$ cat src/rtl/top3_tracker_if.sv
// Score-stream, dedup-handshake and emit signals of the top-3 tracker.
// The o_conf signal exists only when TOP3_TRACKER_CONF_EN is defined.
interface top3_tracker_if #(
  parameter int SCORE_W = 16
);
  logic               i_valid;
  logic [SCORE_W-1:0] i_score;
  logic               i_last;
  logic               o_ready;
  logic [4:0]         o_tops      [0:2];
  logic [4:0]         o_prev_tops [0:2];
  logic               o_next;
  logic               i_dedup_next;
  logic               o_valid;
  logic [4:0]         o_class;
`ifdef TOP3_TRACKER_CONF_EN
  logic [SCORE_W-1:0] o_conf;
`endif

  modport slave (
    input  i_valid, i_score, i_last, i_dedup_next,
`ifdef TOP3_TRACKER_CONF_EN
    output o_conf,
`endif
    output o_ready, o_tops, o_prev_tops, o_next, o_valid, o_class
  );

  modport master (
    output i_valid, i_score, i_last, i_dedup_next,
`ifdef TOP3_TRACKER_CONF_EN
    input  o_conf,
`endif
    input  o_ready, o_tops, o_prev_tops, o_next, o_valid, o_class
  );
endinterface

$ cat src/rtl/top3_tracker.sv
// Ranks per-window classifier scores into a top-3, asks the dedup stage for a
// verdict and emits the winner when new. TOP3_TRACKER_CONF_EN adds o_conf.
//
// state     | meaning
// S_COLLECT | accepting score beats, ranking into three slots
// S_REQ     | one-cycle o_next request to the dedup stage
// S_WAIT    | DEDUP_WAIT-cycle verdict window, latch any i_dedup_next
// S_EMIT    | o_valid strobe, commit current top-3 as previous
module top3_tracker #(
  parameter int NUM_CLASSES = 20,
  parameter int SCORE_W     = 16,
  parameter int DEDUP_WAIT  = 4
) (
  input  logic           i_clk,
  input  logic           i_rst,
  top3_tracker_if.slave  bus
);
  localparam int WW = (DEDUP_WAIT < 2) ? 1 : $clog2(DEDUP_WAIT);

  typedef enum logic [1:0] {S_COLLECT, S_REQ, S_WAIT, S_EMIT} state_t;

  state_t             state_q, state_d;
  logic [4:0]         cnt_q, cnt_d;
  logic [WW-1:0]      wait_q, wait_d;
  logic               flag_q, flag_d;
  logic [2:0]         slot_v_q, slot_v_d;
  logic [4:0]         slot_idx_q [3];
  logic [4:0]         slot_idx_d [3];
  logic [SCORE_W-1:0] slot_sc_q  [3];
  logic [SCORE_W-1:0] slot_sc_d  [3];
  logic [4:0]         prev_q [3];
  logic [4:0]         prev_d [3];
  logic               valid_q, valid_d;
  logic [4:0]         class_q, class_d;
  logic [SCORE_W-1:0] conf_q, conf_d;
  logic [4:0]         tops [3];
  logic               beat, rankable, ins0, ins1, ins2;

  always_comb begin
    for (int k = 0; k < 3; k++) tops[k] = slot_v_q[k] ? slot_idx_q[k] : 5'd31;
  end

  assign beat     = bus.i_valid && (state_q == S_COLLECT);
  assign rankable = (cnt_q < 5'(NUM_CLASSES));
  // Strict compare: an equal score never displaces an earlier index.
  assign ins0 = !slot_v_q[0] || (bus.i_score > slot_sc_q[0]);
  assign ins1 = !slot_v_q[1] || (bus.i_score > slot_sc_q[1]);
  assign ins2 = !slot_v_q[2] || (bus.i_score > slot_sc_q[2]);

  always_comb begin
    state_d    = state_q;
    cnt_d      = cnt_q;
    wait_d     = wait_q;
    flag_d     = flag_q;
    slot_v_d   = slot_v_q;
    slot_idx_d = slot_idx_q;
    slot_sc_d  = slot_sc_q;
    prev_d     = prev_q;
    valid_d    = 1'b0;
    class_d    = class_q;
    conf_d     = conf_q;
    case (state_q)
      S_COLLECT: begin
        if (beat) begin
          if (rankable) begin
            if (ins0) begin
              slot_v_d   = {slot_v_q[1:0], 1'b1};
              slot_idx_d = '{cnt_q, slot_idx_q[0], slot_idx_q[1]};
              slot_sc_d  = '{bus.i_score, slot_sc_q[0], slot_sc_q[1]};
            end else if (ins1) begin
              slot_v_d[2:1] = {slot_v_q[1], 1'b1};
              slot_idx_d[2] = slot_idx_q[1];
              slot_sc_d[2]  = slot_sc_q[1];
              slot_idx_d[1] = cnt_q;
              slot_sc_d[1]  = bus.i_score;
            end else if (ins2) begin
              slot_v_d[2]   = 1'b1;
              slot_idx_d[2] = cnt_q;
              slot_sc_d[2]  = bus.i_score;
            end
          end
          if (bus.i_last) begin
            cnt_d   = 5'd0;
            state_d = S_REQ;
          end else if (cnt_q != 5'd31) begin
            cnt_d = cnt_q + 5'd1;
          end
        end
      end
      S_REQ: begin
        flag_d  = 1'b0;
        wait_d  = WW'(DEDUP_WAIT - 1);
        state_d = S_WAIT;
      end
      S_WAIT: begin
        if (bus.i_dedup_next) flag_d = 1'b1;
        if (wait_q == '0) begin
          if (flag_q || bus.i_dedup_next) begin
            state_d = S_EMIT;
            valid_d = 1'b1;
            class_d = tops[0];
            conf_d  = slot_sc_q[0];
          end else begin
            state_d  = S_COLLECT;
            slot_v_d = 3'b000;
          end
        end else begin
          wait_d = wait_q - WW'(1);
        end
      end
      S_EMIT: begin
        prev_d   = tops;
        slot_v_d = 3'b000;
        state_d  = S_COLLECT;
      end
      default: state_d = S_COLLECT;
    endcase
  end

  always_ff @(posedge i_clk or posedge i_rst) begin
    if (i_rst) begin
      state_q  <= S_COLLECT;
      cnt_q    <= '0;
      wait_q   <= '0;
      flag_q   <= 1'b0;
      slot_v_q <= '0;
      valid_q  <= 1'b0;
      class_q  <= '0;
      conf_q   <= '0;
      for (int k = 0; k < 3; k++) begin
        slot_idx_q[k] <= '0;
        slot_sc_q[k]  <= '0;
        prev_q[k]     <= 5'd31;
      end
    end else begin
      state_q    <= state_d;
      cnt_q      <= cnt_d;
      wait_q     <= wait_d;
      flag_q     <= flag_d;
      slot_v_q   <= slot_v_d;
      slot_idx_q <= slot_idx_d;
      slot_sc_q  <= slot_sc_d;
      prev_q     <= prev_d;
      valid_q    <= valid_d;
      class_q    <= class_d;
      conf_q     <= conf_d;
    end
  end

  assign bus.o_ready        = (state_q == S_COLLECT);
  assign bus.o_next         = (state_q == S_REQ);
  assign bus.o_valid        = valid_q;
  assign bus.o_class        = class_q;
  assign bus.o_tops[0]      = tops[0];
  assign bus.o_tops[1]      = tops[1];
  assign bus.o_tops[2]      = tops[2];
  assign bus.o_prev_tops[0] = prev_q[0];
  assign bus.o_prev_tops[1] = prev_q[1];
  assign bus.o_prev_tops[2] = prev_q[2];
`ifdef TOP3_TRACKER_CONF_EN
  assign bus.o_conf         = conf_q;
`else
  logic unused_conf;
  assign unused_conf = ^conf_q;
`endif
endmodule

$ cat src/flat_wrapper.sv
// flat-port wrapper written by rule: the top's interface ports become plain ports
module top3_tracker_flat 
#(
  parameter int NUM_CLASSES = 20,
  parameter int SCORE_W     = 16,
  parameter int DEDUP_WAIT  = 4
)
  (i_clk, i_rst, bus_i_valid, bus_i_score, bus_i_last, bus_i_dedup_next, bus_o_ready, bus_o_tops, bus_o_prev_tops, bus_o_next, bus_o_valid, bus_o_class);
  top3_tracker_if #(.SCORE_W(SCORE_W)) bus_i ();
  input  logic i_clk;
  input  logic i_rst;
  input wire logic [$bits(bus_i.i_valid)-1:0] bus_i_valid;
  input wire logic [$bits(bus_i.i_score)-1:0] bus_i_score;
  input wire logic [$bits(bus_i.i_last)-1:0] bus_i_last;
  input wire logic [$bits(bus_i.i_dedup_next)-1:0] bus_i_dedup_next;
  output wire logic [$bits(bus_i.o_ready)-1:0] bus_o_ready;
  output wire logic [$bits(bus_i.o_tops)-1:0] bus_o_tops;
  output wire logic [$bits(bus_i.o_prev_tops)-1:0] bus_o_prev_tops;
  output wire logic [$bits(bus_i.o_next)-1:0] bus_o_next;
  output wire logic [$bits(bus_i.o_valid)-1:0] bus_o_valid;
  output wire logic [$bits(bus_i.o_class)-1:0] bus_o_class;
  assign bus_i.i_valid = bus_i_valid;
  assign bus_i.i_score = bus_i_score;
  assign bus_i.i_last = bus_i_last;
  assign bus_i.i_dedup_next = bus_i_dedup_next;
  assign bus_o_ready = bus_i.o_ready;
  assign bus_o_tops = {>>{bus_i.o_tops}};
  assign bus_o_prev_tops = {>>{bus_i.o_prev_tops}};
  assign bus_o_next = bus_i.o_next;
  assign bus_o_valid = bus_i.o_valid;
  assign bus_o_class = bus_i.o_class;
  top3_tracker #(.NUM_CLASSES(NUM_CLASSES), .SCORE_W(SCORE_W), .DEDUP_WAIT(DEDUP_WAIT)) u_core (.i_clk(i_clk), .i_rst(i_rst), .bus(bus_i));
endmodule
$ cat config.mk
export PLATFORM = sky130hd
export DESIGN_NAME = top3_tracker_flat
export DESIGN_NICKNAME = d
export VERILOG_FILES = /design/src/rtl/top3_tracker_if.sv /design/src/rtl/top3_tracker.sv /design/src/flat_wrapper.sv
export SDC_FILE = /design/constraint.sdc
export NUM_CORES = 1
export LEC_CHECK = 0
export ABC_AREA = 0
export CAP_MARGIN = 20
export CORE_MARGIN = 4
export CORE_UTILIZATION = 57
export DETAILED_ROUTE_END_ITERATION = 6
export PLACE_DENSITY = 0.82
export SYNTH_ARGS = -nofsm -noshare
export SYNTH_HDL_FRONTEND = slang
export SYNTH_SLANG_ARGS = --single-unit
$ cat constraint.sdc
create_clock -name i_clk -period 4.3 [get_ports i_clk]
set_clock_uncertainty 0.1 [all_clocks]
set_input_delay 1.075 -clock i_clk [delete_from_list [all_inputs] [get_ports i_clk]]
set_output_delay 1.075 -clock i_clk [all_outputs]
set_load 0.02 [all_outputs]
# [Word level (Yosys, flattened, before mapping)]
# Index checks and enable logic that the tools add are counted.
[op_classes] n_eq_ne=14 order_cmp=4 muxes=35 n_addsub=2 reduce_logical=26
[op_table] operator="16-bit > comparator" n=3
[op_table] operator="16-bit 2-to-1 mux" n=3
[op_table] operator="5-bit 2-to-1 mux" n=8
[op_table] operator="32-bit 2-to-1 mux" n=1
[op_table] operator="6-bit AND reduction" n=3
[op_table] operator="2-bit 2-to-1 mux" n=6
[op_table] operator="3-bit 2-to-1 mux" n=4
[op_table] operator="4-bit AND reduction" n=3
[op_table] operator="10-bit 2-to-1 mux" n=1
[op_table] operator="3-bit case mux with 3 select lines" n=1
[op_table] operator="3-bit AND reduction" n=3
[op_table] operator="1-bit 2-to-1 mux" n=8
[op_table] operator="2-bit by 1-bit != test with 1-bit output (second input constant)" n=4
[op_table] operator="2-bit != test (second input constant)" n=4
[op_table] operator="2-bit case mux with 4 select lines" n=1
[op_table] operator="2-bit nonzero test" n=3
[op_table] operator="3-bit nonzero test" n=2
[op_table] operator="5-bit by 1-bit adder with 5-bit output (second input constant)" n=1
[op_table] operator="5-bit less-than comparator (second input constant)" n=1
[op_table] operator="5-bit != test (second input constant)" n=1
[op_table] operator="2-bit equality test (second input constant)" n=2
[op_table] operator="2-bit zero test" n=2
[op_table] operator="1-bit logical OR" n=4
[op_table] operator="4-bit by 1-bit != test with 1-bit output (second input constant)" n=1
[op_table] operator="8 further kinds" n=11
[totals] register_bits=97 elab_cells=99 output_inout_bits=38 in_bits=21

# [Depth between registers and ports, before layout]
# Gate-level depths: netlist of run 1.
[depth] word_depth=8 depth_mapped=11 mapped_depth_nobuf=9

# [Worst setup path before layout of run 1]
# No wires, ideal clock.
[synth_timing] path_type="input to register" startpoint="in bus_i_score[7]" endpoint="reg u_core.slot_idx_q[2] in the netlist's numbering" path_slack_ps=917 setup_ps=137 t_required_ps=4063 path_stages=10 n_path_buf=2 t_arrival_ps=3146 cell_sequence="ha_1 > a21oi_1 > o21ai_1 > a221o_1 > o31a_1 > buf_6 > or4_4 > buf_6 > o22ai_1 > a2bb2oi_1"
[synth_between] elab_chain_cells=4 word_cells_on_any_way=10 classes_between="order compare: 3; mux: 2; reduce/logical: 5"
[synth_rtl] item="start: declaration" line="flat_wrapper.sv:13" source="input wire logic [$bits(bus_i.i_score)-1:0] bus_i_score;"
[synth_rtl] item="16-bit > comparator, on equally long branches" line="top3_tracker.sv:48, top3_tracker.sv:46, top3_tracker.sv:47"
[synth_rtl] item="1-bit logical OR, on equally long branches" line="top3_tracker.sv:48, top3_tracker.sv:46, top3_tracker.sv:47"
[synth_rtl] item="3-bit nonzero test (no line) / 5-bit 2-to-1 mux (equally long branches)"
[synth_rtl] item="4-bit AND reduction (no line) / 10-bit 2-to-1 mux (equally long branches)"
[synth_rtl] item="end signal: assignment" line="top3_tracker.sv:141" source="slot_idx_q <= slot_idx_d;"
[synth_rtl] item="end: declaration" line="top3_tracker.sv:27" source="logic [4:0] slot_idx_q [3];"
# Several ways; a longest one is shown, not always the timed one.
# A chain may end at the register's enable or synchronous reset.

# [Worst setup path after layout of run 1]
[layout_timing] startpoint="in bus_i_score[15]" endpoint="reg u_core.slot_sc_q[10] in the netlist's numbering"
[layout_between] elab_chain_cells=4 word_cells_on_any_way=10 classes_between="order compare: 3; mux: 2; reduce/logical: 5"
[layout_rtl] item="16-bit > comparator, on equally long branches" line="top3_tracker.sv:48, top3_tracker.sv:46, top3_tracker.sv:47"
[layout_rtl] item="1-bit logical OR, on equally long branches" line="top3_tracker.sv:48, top3_tracker.sv:46, top3_tracker.sv:47"
[layout_rtl] item="3-bit nonzero test (no line) / 16-bit 2-to-1 mux (equally long branches)"
[layout_rtl] item="4-bit AND reduction (no line) / 32-bit 2-to-1 mux (equally long branches)"
[layout_rtl] item="end signal: assignment" line="top3_tracker.sv:142" source="slot_sc_q <= slot_sc_d;"
[layout_rtl] item="end: declaration" line="top3_tracker.sv:29" source="logic [SCORE_W-1:0] slot_sc_q [3];"
# Several ways; a longest one is shown, not always the timed one.

==> results.sh, run 1 <==
export IMPL_cts_tree="yes"
export IMPL_netlist_area_sq_um=5460
export IMPL_status="finished, final reports clean"
export IMPL_clkPwrFrac=0.122
export IMPL_area_growth_pct=18.4
export IMPL_drt_initial_drc_count=214
export IMPL_crit_path_start_kind="input port"
export IMPL_gp_congestion=0.917
export IMPL_cts_buffers=9
export IMPL_p_int_mw=2.82
export IMPL_rsz0062_at_grt="no"
export IMPL_clkLatencyLatePin_ns=0.37
export IMPL_worstHoldPathCells=2
export IMPL_critPathArrivalTime_ns=4.04
export IMPL_tightest_slew_ns=0.834
export IMPL_switching_share=0.416
export IMPL_cp_required_ns=4.44
export IMPL_initial_core_util=0.589
export IMPL_synth_top_cell_area_share=0.376
export IMPL_fin_crit_ns=3.90
export IMPL_grt_pass1_wl_um=22300
export IMPL_drv_slew=0
export IMPL_pwr_share_comb=0.520
export IMPL_antenna_found_initial=0
export IMPL_r2r_start="u_core.slot_sc_q[47]$_DFFE_PP0P_"
export IMPL_drc=0
export IMPL_wl_per_cell_um=17.4
export IMPL_dpl_worst_slack_ns=0.108
export IMPL_drive_gt1_frac=0.157
export IMPL_root_buffer="clkbuf_8"
export IMPL_p_leak_nw=3.06
export IMPL_ctsHoldBuffers=0
export IMPL_ctsHtreeMaxLevel=3
export IMPL_cp_max_fo=21
export IMPL_reg2regPathDepth=9
export IMPL_num_vias=4333
export IMPL_yosys_top_cells_area="dfrtp_1 (38%), ha_1 (12%), dfstp_2 (7.2%)"
export IMPL_p_sw_mw=2.01
export IMPL_post_cts_buffers=0
export IMPL_dp_hpwl_um=9410
export IMPL_fp_dieArea_sq_um=11200
export IMPL_yosys_register_bits=97
export IMPL_fin_crit_sh=0.907
export IMPL_grt_total_usage=0.245
export IMPL_postSynthAreaPerCell_sq_um=10.2
export IMPL_hold_viol=0
export IMPL_yosys_area_top_type="dfrtp_1"
export IMPL_vdd_drop_max_uv=413
export IMPL_fillCellCount=690
export IMPL_pin_count=59
export IMPL_die_h_um=106
export IMPL_post_cts_resized=0
export IMPL_r2r_slack_ns=1.22
export IMPL_nets=677
export IMPL_design_core_area_sq_um=9280
export IMPL_grt_max_degree=46
export IMPL_clock_path_buffers=2
export IMPL_finalWorstSetupSlack_ns=0.399
export IMPL_maxCapViolCount=0
export IMPL_min_path_type="reg2reg"
export IMPL_min_to="u_core.bus.o_prev_tops[11]$_DFFE_PP1P_"
export IMPL_clock_sinks=97
export IMPL_ys_warn_count=0
export IMPL_seq_power_share=0.358
export IMPL_finalSetupTns_ns=0
export IMPL_slew_limit_headroom=0.443
export IMPL_grt_overflow_total=0
export IMPL_setup_viol=0
export IMPL_rows=35
export IMPL_vias_per_cell=5.86
export IMPL_path_class="in2reg"
export IMPL_grt_pass1_vias=4499
export IMPL_die_width_um=106
export IMPL_clk_pin_slew_ns=0.11
export IMPL_powerDensity_nw_per_um2=746
export IMPL_wl_um=12900
export IMPL_netlist_instances=536
export IMPL_io_buffer_count=58
export IMPL_worstHoldStart="u_core.bus.o_prev_tops[11]$_DFFE_PP1P_"
export IMPL_firstDrtPassIters=7
export IMPL_final_antenna_net_count=0
export IMPL_max_freq_mhz=256
export IMPL_synth_nets=608
export IMPL_ys_seq_area_frac=0.448
export IMPL_antenna_cells=0
export IMPL_critPathCaptureType="register"
export IMPL_rr_endpoint="u_core.slot_sc_q[10]$_DFFE_PP0P_"
export IMPL_synth_cell_types=41
[synth_stat cells]
cell,n
dfrtp_1,82
inv_1,59
ha_1,51
nand2_1,41
a21oi_1,36
o21ai_0,35
mux2_2,31
a2bb2oi_1,21
nor2_1,21
mux2i_1,20
dfstp_2,15
o22ai_1,14
clkbuf_1,11
nand2b_1,11
nand4_1,11
nand3_1,9
nor2b_1,9
buf_2,8
o22ai_2,7
and3_1,5
o211ai_1,5
a21o_1,3
buf_6,3
a2111oi_0,2
a211o_1,2
a21boi_0,2
a221o_1,2
a22o_1,2
nand3b_1,2
nor3_1,2
nor4_1,2
o21ai_1,2
o31a_1,2
and2_1,1
o21a_1,1
o21bai_1,1
o2bb2ai_1,1
o311ai_0,1
or2_2,1
or4_1,1
or4_4,1
[kinds of logic after synthesis]
logic type	count (synthesis)	synth area share
buffers and inverters	81	0.0616
adders and majority gates	51	0.117
and+or+nand+nor	117	0.105
muxes	51	0.101
AOI/OAI and AO/OA	139	0.169
DFF	97	0.448
[per-stage QoR]
step / power [mW] / instance area [sq um] / std cells / util / hold slack (ns)
final: 4.83 / 6470 / 739 / 0.697 / 0.410
after global routing: 5.20 / 6470 / 739 / 0.697 / 0.431
after CTS: 4.83 / 6470 / 739 / 0.697 / 0.414
after detailed placement: 4.22 / 6280 / 723 / 0.676 / 0.395
after global placement: 4.10 / 6280 / 723 / 0.676 / 0.391
after floorplan: 3.37 / 5460 / 536 / - / 0.363
[cells in the final DEF (no fill, tap or decap), types with 3 or more instances in the layout]
cell type         n
and3_1            5
o21ai_0          35
a21o_1            3
clkinv_4          3
a21oi_1          36
nor2_1           20
dfstp_2          15
buf_4            21
nand2b_1         11
nand2_1          41
ha_1             51
o211ai_1          5
o22ai_2           7
a2bb2oi_1        21
nand3_1           9
clkbuf_8         10
dfrtp_1          82
nand4_1          11
inv_1            58
o22ai_1          14
mux2i_1          20
nor2b_1           9
clkdlybuf4s50_1  58
mux2_2           31
[power by group through the flow]
stage,clock (mW),sequential [mW],combinational (mW)
after CTS,0.596,1.72,2.51
after detailed placement,0,1.73,2.49
final,0.590,1.73,2.51
after global routing,0.636,1.79,2.77
after global placement,0,1.71,2.39
after floorplan,0,1.74,1.63
[sequential cells by signal (all words and copies together), names as in the netlist]
| signal | cells |
|---|---|
| u_core.cnt_q | 5 |
| u_core.bus.o_class | 5 |
| u_core.wait_q | 2 |
| u_core.bus.o_valid | 1 |
| u_core.bus.o_prev_tops | 15 |
| u_core.slot_idx_q | 15 |
| u_core.slot_v_q | 3 |
| u_core.state_q | 2 |
| u_core.slot_sc_q | 48 |
| u_core.flag_q | 1 |
[worst max-delay path by stage]
| stage | startpoint | slack [ns] | endpoint |
|---|---|---|---|
| CTS | bus_i_score[15] | 0.45 | u_core.slot_idx_q[2]$_DFFE_PP0P_ |
| finish | bus_i_score[15] | 0.40 | u_core.slot_sc_q[10]$_DFFE_PP0P_ |
| global route | bus_i_score[12] | 0.16 | u_core.slot_sc_q[10]$_DFFE_PP0P_ |
| global placement | bus_i_score[12] | 0.15 | u_core.slot_sc_q[6]$_DFFE_PP0P_ |
| detailed placement | bus_i_score[15] | 0.11 | u_core.slot_sc_q[12]$_DFFE_PP0P_ |
| floorplan | i_rst | 0.62 | u_core.bus.o_class[0]$_DFFE_PP0P_ |
[routing by layer]
metal  part of all wire  up-vias  track usage
met5                  0        -            0
met4              0.020        0       0.0879
met3              0.048       20       0.0340
met2               0.48      132        0.398
met1               0.45     2142        0.337
li1                   -     2039            -
[layout make-up]
type	instances	area, sq um	share of cell area
multi-input cells	358	2690	0.415
flip-flops and latches	97	2450	0.378
repair buffers	80	758	0.117
inverters	59	223	0.0344
well taps	129	161	0.0249
clock buffers	10	138	0.0213
clock inverters	6	57.6	0.00889
[worst max-delay path, cell delays in order]
cell and delay (ns):
clkdlybuf4s50_1 0.50, ha_1 0.36, nand4_1 0.20, nor4_1 0.47, nand4_1 0.14, o31a_1 0.21
or4_4 0.75, o22ai_1 0.22, a2bb2oi_1 0.12
Note: power is estimated with default switching activity, not from simulation.
==> inputs of run 2 (changes only) <==
- CORE_UTILIZATION: 57 -> 40
- PLACE_DENSITY: 0.82 -> 0.62
==> run 2 against run 1 <==
  * Clock power is 53% higher
  * Sequential cell count stayed put
  * First-iteration DRC count is 7.5% lower
  * Total power is 6.1% higher
  * Highest routed layer unchanged
  * Core utilization is 19 points lower
  * Register-to-register slack worse by 0.04 ns
  * Critical path depth is 2 higher
  * Sequential share of layout area is 1.2 points lower
  * Largest power group unchanged
  * Via count is 3.3% lower
  * Global-route usage is 7.1 points lower
  * Sequential power hardly changed
  * Hold slack worse by 0.0045 ns
==> results.sh, run 2 (same netlist as run 1, synthesis figures left out) <==
export IMPL_slew_limit_headroom=0.464
export IMPL_largest_reg_flops=48
export IMPL_fin_crit_ns=3.94
export IMPL_grt_pass1_vias=4345
export IMPL_cp_max_fo=13
export IMPL_rsz0062_at_grt="no"
export IMPL_fp_dieArea_sq_um=15600
export IMPL_clock_sinks=97
export IMPL_crit_start="bus_i_score[15]"
export IMPL_drv_slew=0
export IMPL_gp_congestion=0.830
export IMPL_clkLatencyLatePin_ns=0.35
export IMPL_initial_core_util=0.411
export IMPL_min_path_type="reg2reg"
export IMPL_layout_commonest_cell="dfrtp_1"
export IMPL_finalSetupTns_ns=0
export IMPL_wl_per_cell_um=16.6
export IMPL_slowest_stage="clkdlybuf4s50_1"
export IMPL_vdd_drop_max_uv=288
export IMPL_final_antenna_net_count=0
export IMPL_crit_path_start_kind="input port"
export IMPL_grt_overflow_total=0
export IMPL_antenna_cells=0
export IMPL_grt_total_usage=0.174
export IMPL_grt_pass1_wl_um=22200
export IMPL_clk_pin_slew_ns=0.07
export IMPL_rr_endpoint="u_core.slot_sc_q[4]$_DFFE_PP0P_"
export IMPL_path_class="in2reg"
export IMPL_design_core_area_sq_um=13300
export IMPL_clock_path_buffers=2
export IMPL_ctsHtreeMaxLevel=3
export IMPL_root_buffer="clkbuf_16"
export IMPL_rows=42
export IMPL_dp_hpwl_um=9390
export IMPL_hold_viol=0
export IMPL_powerDensity_nw_per_um2=767
export IMPL_setup_worst_path_end="u_core.slot_sc_q[4]$_DFFE_PP0P_"
export IMPL_num_vias=4189
export IMPL_antenna_found_initial=0
export IMPL_drt_initial_drc_count=198
export IMPL_cp_required_ns=4.47
export IMPL_critPathCaptureType="register"
export IMPL_mostFrequentLayoutCells="dfrtp_1 (82), inv_1 (58), clkdlybuf4s50_1 (58)"
export IMPL_die_width_um=125
export IMPL_nets=676
export IMPL_r2r_slack_ns=1.18
export IMPL_status="finished, final reports clean"
export IMPL_wl_um=13000
export IMPL_drc=0
export IMPL_critPathArrivalTime_ns=4.11
export IMPL_crit_buf_inv=3
export IMPL_reg2regPathDepth=11
export IMPL_cp_num_cells=11
export IMPL_regMostFlops="u_core.slot_sc_q"
export IMPL_setup_viol=0
export IMPL_area_growth_pct=22.3
export IMPL_tightest_slew_ns=0.804
export IMPL_die_h_um=125
export IMPL_maxCapViolCount=0
export IMPL_cts_tree="yes"
export IMPL_cp_common_cell="buf_4"
export IMPL_p_leak_nw=3.12
export IMPL_vias_per_cell=5.34
export IMPL_path_cells="clkdlybuf4s50_1 -> ha_1 -> nand4_1 -> nor4_2 -> a21boi_0 -> o31a_1 -> buf_4 -> nor2_2 -> a21oi_1 -> buf_4 -> a2bb2oi_1"
export IMPL_slowest_delay_ns=0.48
export IMPL_firstDrtPassIters=4
export IMPL_worst_hold_slack_ns=0.406
export IMPL_cts_buffers=9
export IMPL_r2r_start="u_core.slot_sc_q[47]$_DFFE_PP0P_"
export IMPL_io_buffer_count=58
export IMPL_drive_gt1_frac=0.158
export IMPL_crit_family="compound AO/OA/AOI/OAI gates"
export IMPL_max_freq_mhz=254
export IMPL_pin_count=59
export IMPL_fin_crit_sh=0.917
export IMPL_grt_max_degree=98
## run 2: changes by cell type in the layout (fill, tap and decap cells not counted), sizes merged
cell / before / now
clkinv: 4 / 2
buf: 22 / 21
clkbuf: 10 / 9
inv: 61 / 62
bufinv: 0 / 2
## run 2: worst min-delay path by stage
stage	endpoint	startpoint	cells after the start
2_1_floorplan	u_core.slot_idx_q[5]$_DFFE_PP0P_	u_core.slot_idx_q[5]$_DFFE_PP0P_	2
3_3_place_gp	u_core.slot_idx_q[9]$_DFFE_PP0P_	u_core.slot_idx_q[9]$_DFFE_PP0P_	2
3_5_place_dp	u_core.slot_idx_q[9]$_DFFE_PP0P_	u_core.slot_idx_q[9]$_DFFE_PP0P_	2
4_1_cts	u_core.bus.o_prev_tops[10]$_DFFE_PP1P_	u_core.bus.o_prev_tops[10]$_DFFE_PP1P_	2
5_1_grt	u_core.bus.o_prev_tops[13]$_DFFE_PP1P_	u_core.bus.o_prev_tops[13]$_DFFE_PP1P_	2
6_report	u_core.slot_idx_q[9]$_DFFE_PP0P_	u_core.slot_idx_q[9]$_DFFE_PP0P_	2
## run 2: per-stage QoR
stage	utilization	setup WS [ns]	cells	power, mW	cell area, sq um
after floorplan	-	0.616	536	3.37	5460
after global placement	0.477	-0.138	769	4.16	6340
after detailed placement	0.477	-0.0815	769	4.24	6340
after CTS	0.502	0.276	785	5.17	6680
after global routing	0.503	0.0726	785	5.54	6680
final	0.503	0.359	785	5.12	6680
## run 2: cell type report
cell class	instances	area, sq um
sequential	97	2450
multi-input combinational	358	2690
tap	176	220
timing repair buffer	79	763
fill	1197	6610
clock inverter	7	109
clock buffer	9	225
inverter	59	224
## run 2: timing repair
item                       in CTS  in global routing
resized for setup               0                  1
setup endpoints to repair       0                  1
hold buffers                    0                  0
buffers inserted                0                  0
## run 2: layer usage
| layer | vias up | wire, um | global-route usage |
|---|---|---|---|
| met1 | 2057 | 6350 | 0.242 |
| met4 | 0 | 274 | 0.0721 |
| met3 | 19 | 476 | 0.0292 |
| li1 | 2038 | - | - |
| met2 | 75 | 5890 | 0.269 |
| met5 | - | 0 | 0 |
## run 2: power by group
group / leakage (nW) / internal [mW] / switching [mW]
Clock: 0.164 / 0.522 / 0.382
Sequential: 1.16 / 1.38 / 0.347
Combinational: 1.80 / 1.21 / 1.28
## run 2: worst min-delay path, stage by stage (launching register included)
cell,delay (ns)
dfrtp_1,0.36
nand2_1,0.05
o21ai_0,0.06
==> inputs of run 3 (changes only) <==
- SLEW_MARGIN: not set -> 20
==> results of run 3 <==
No change in the layout: final DEF, timing and power equal those of run 2.
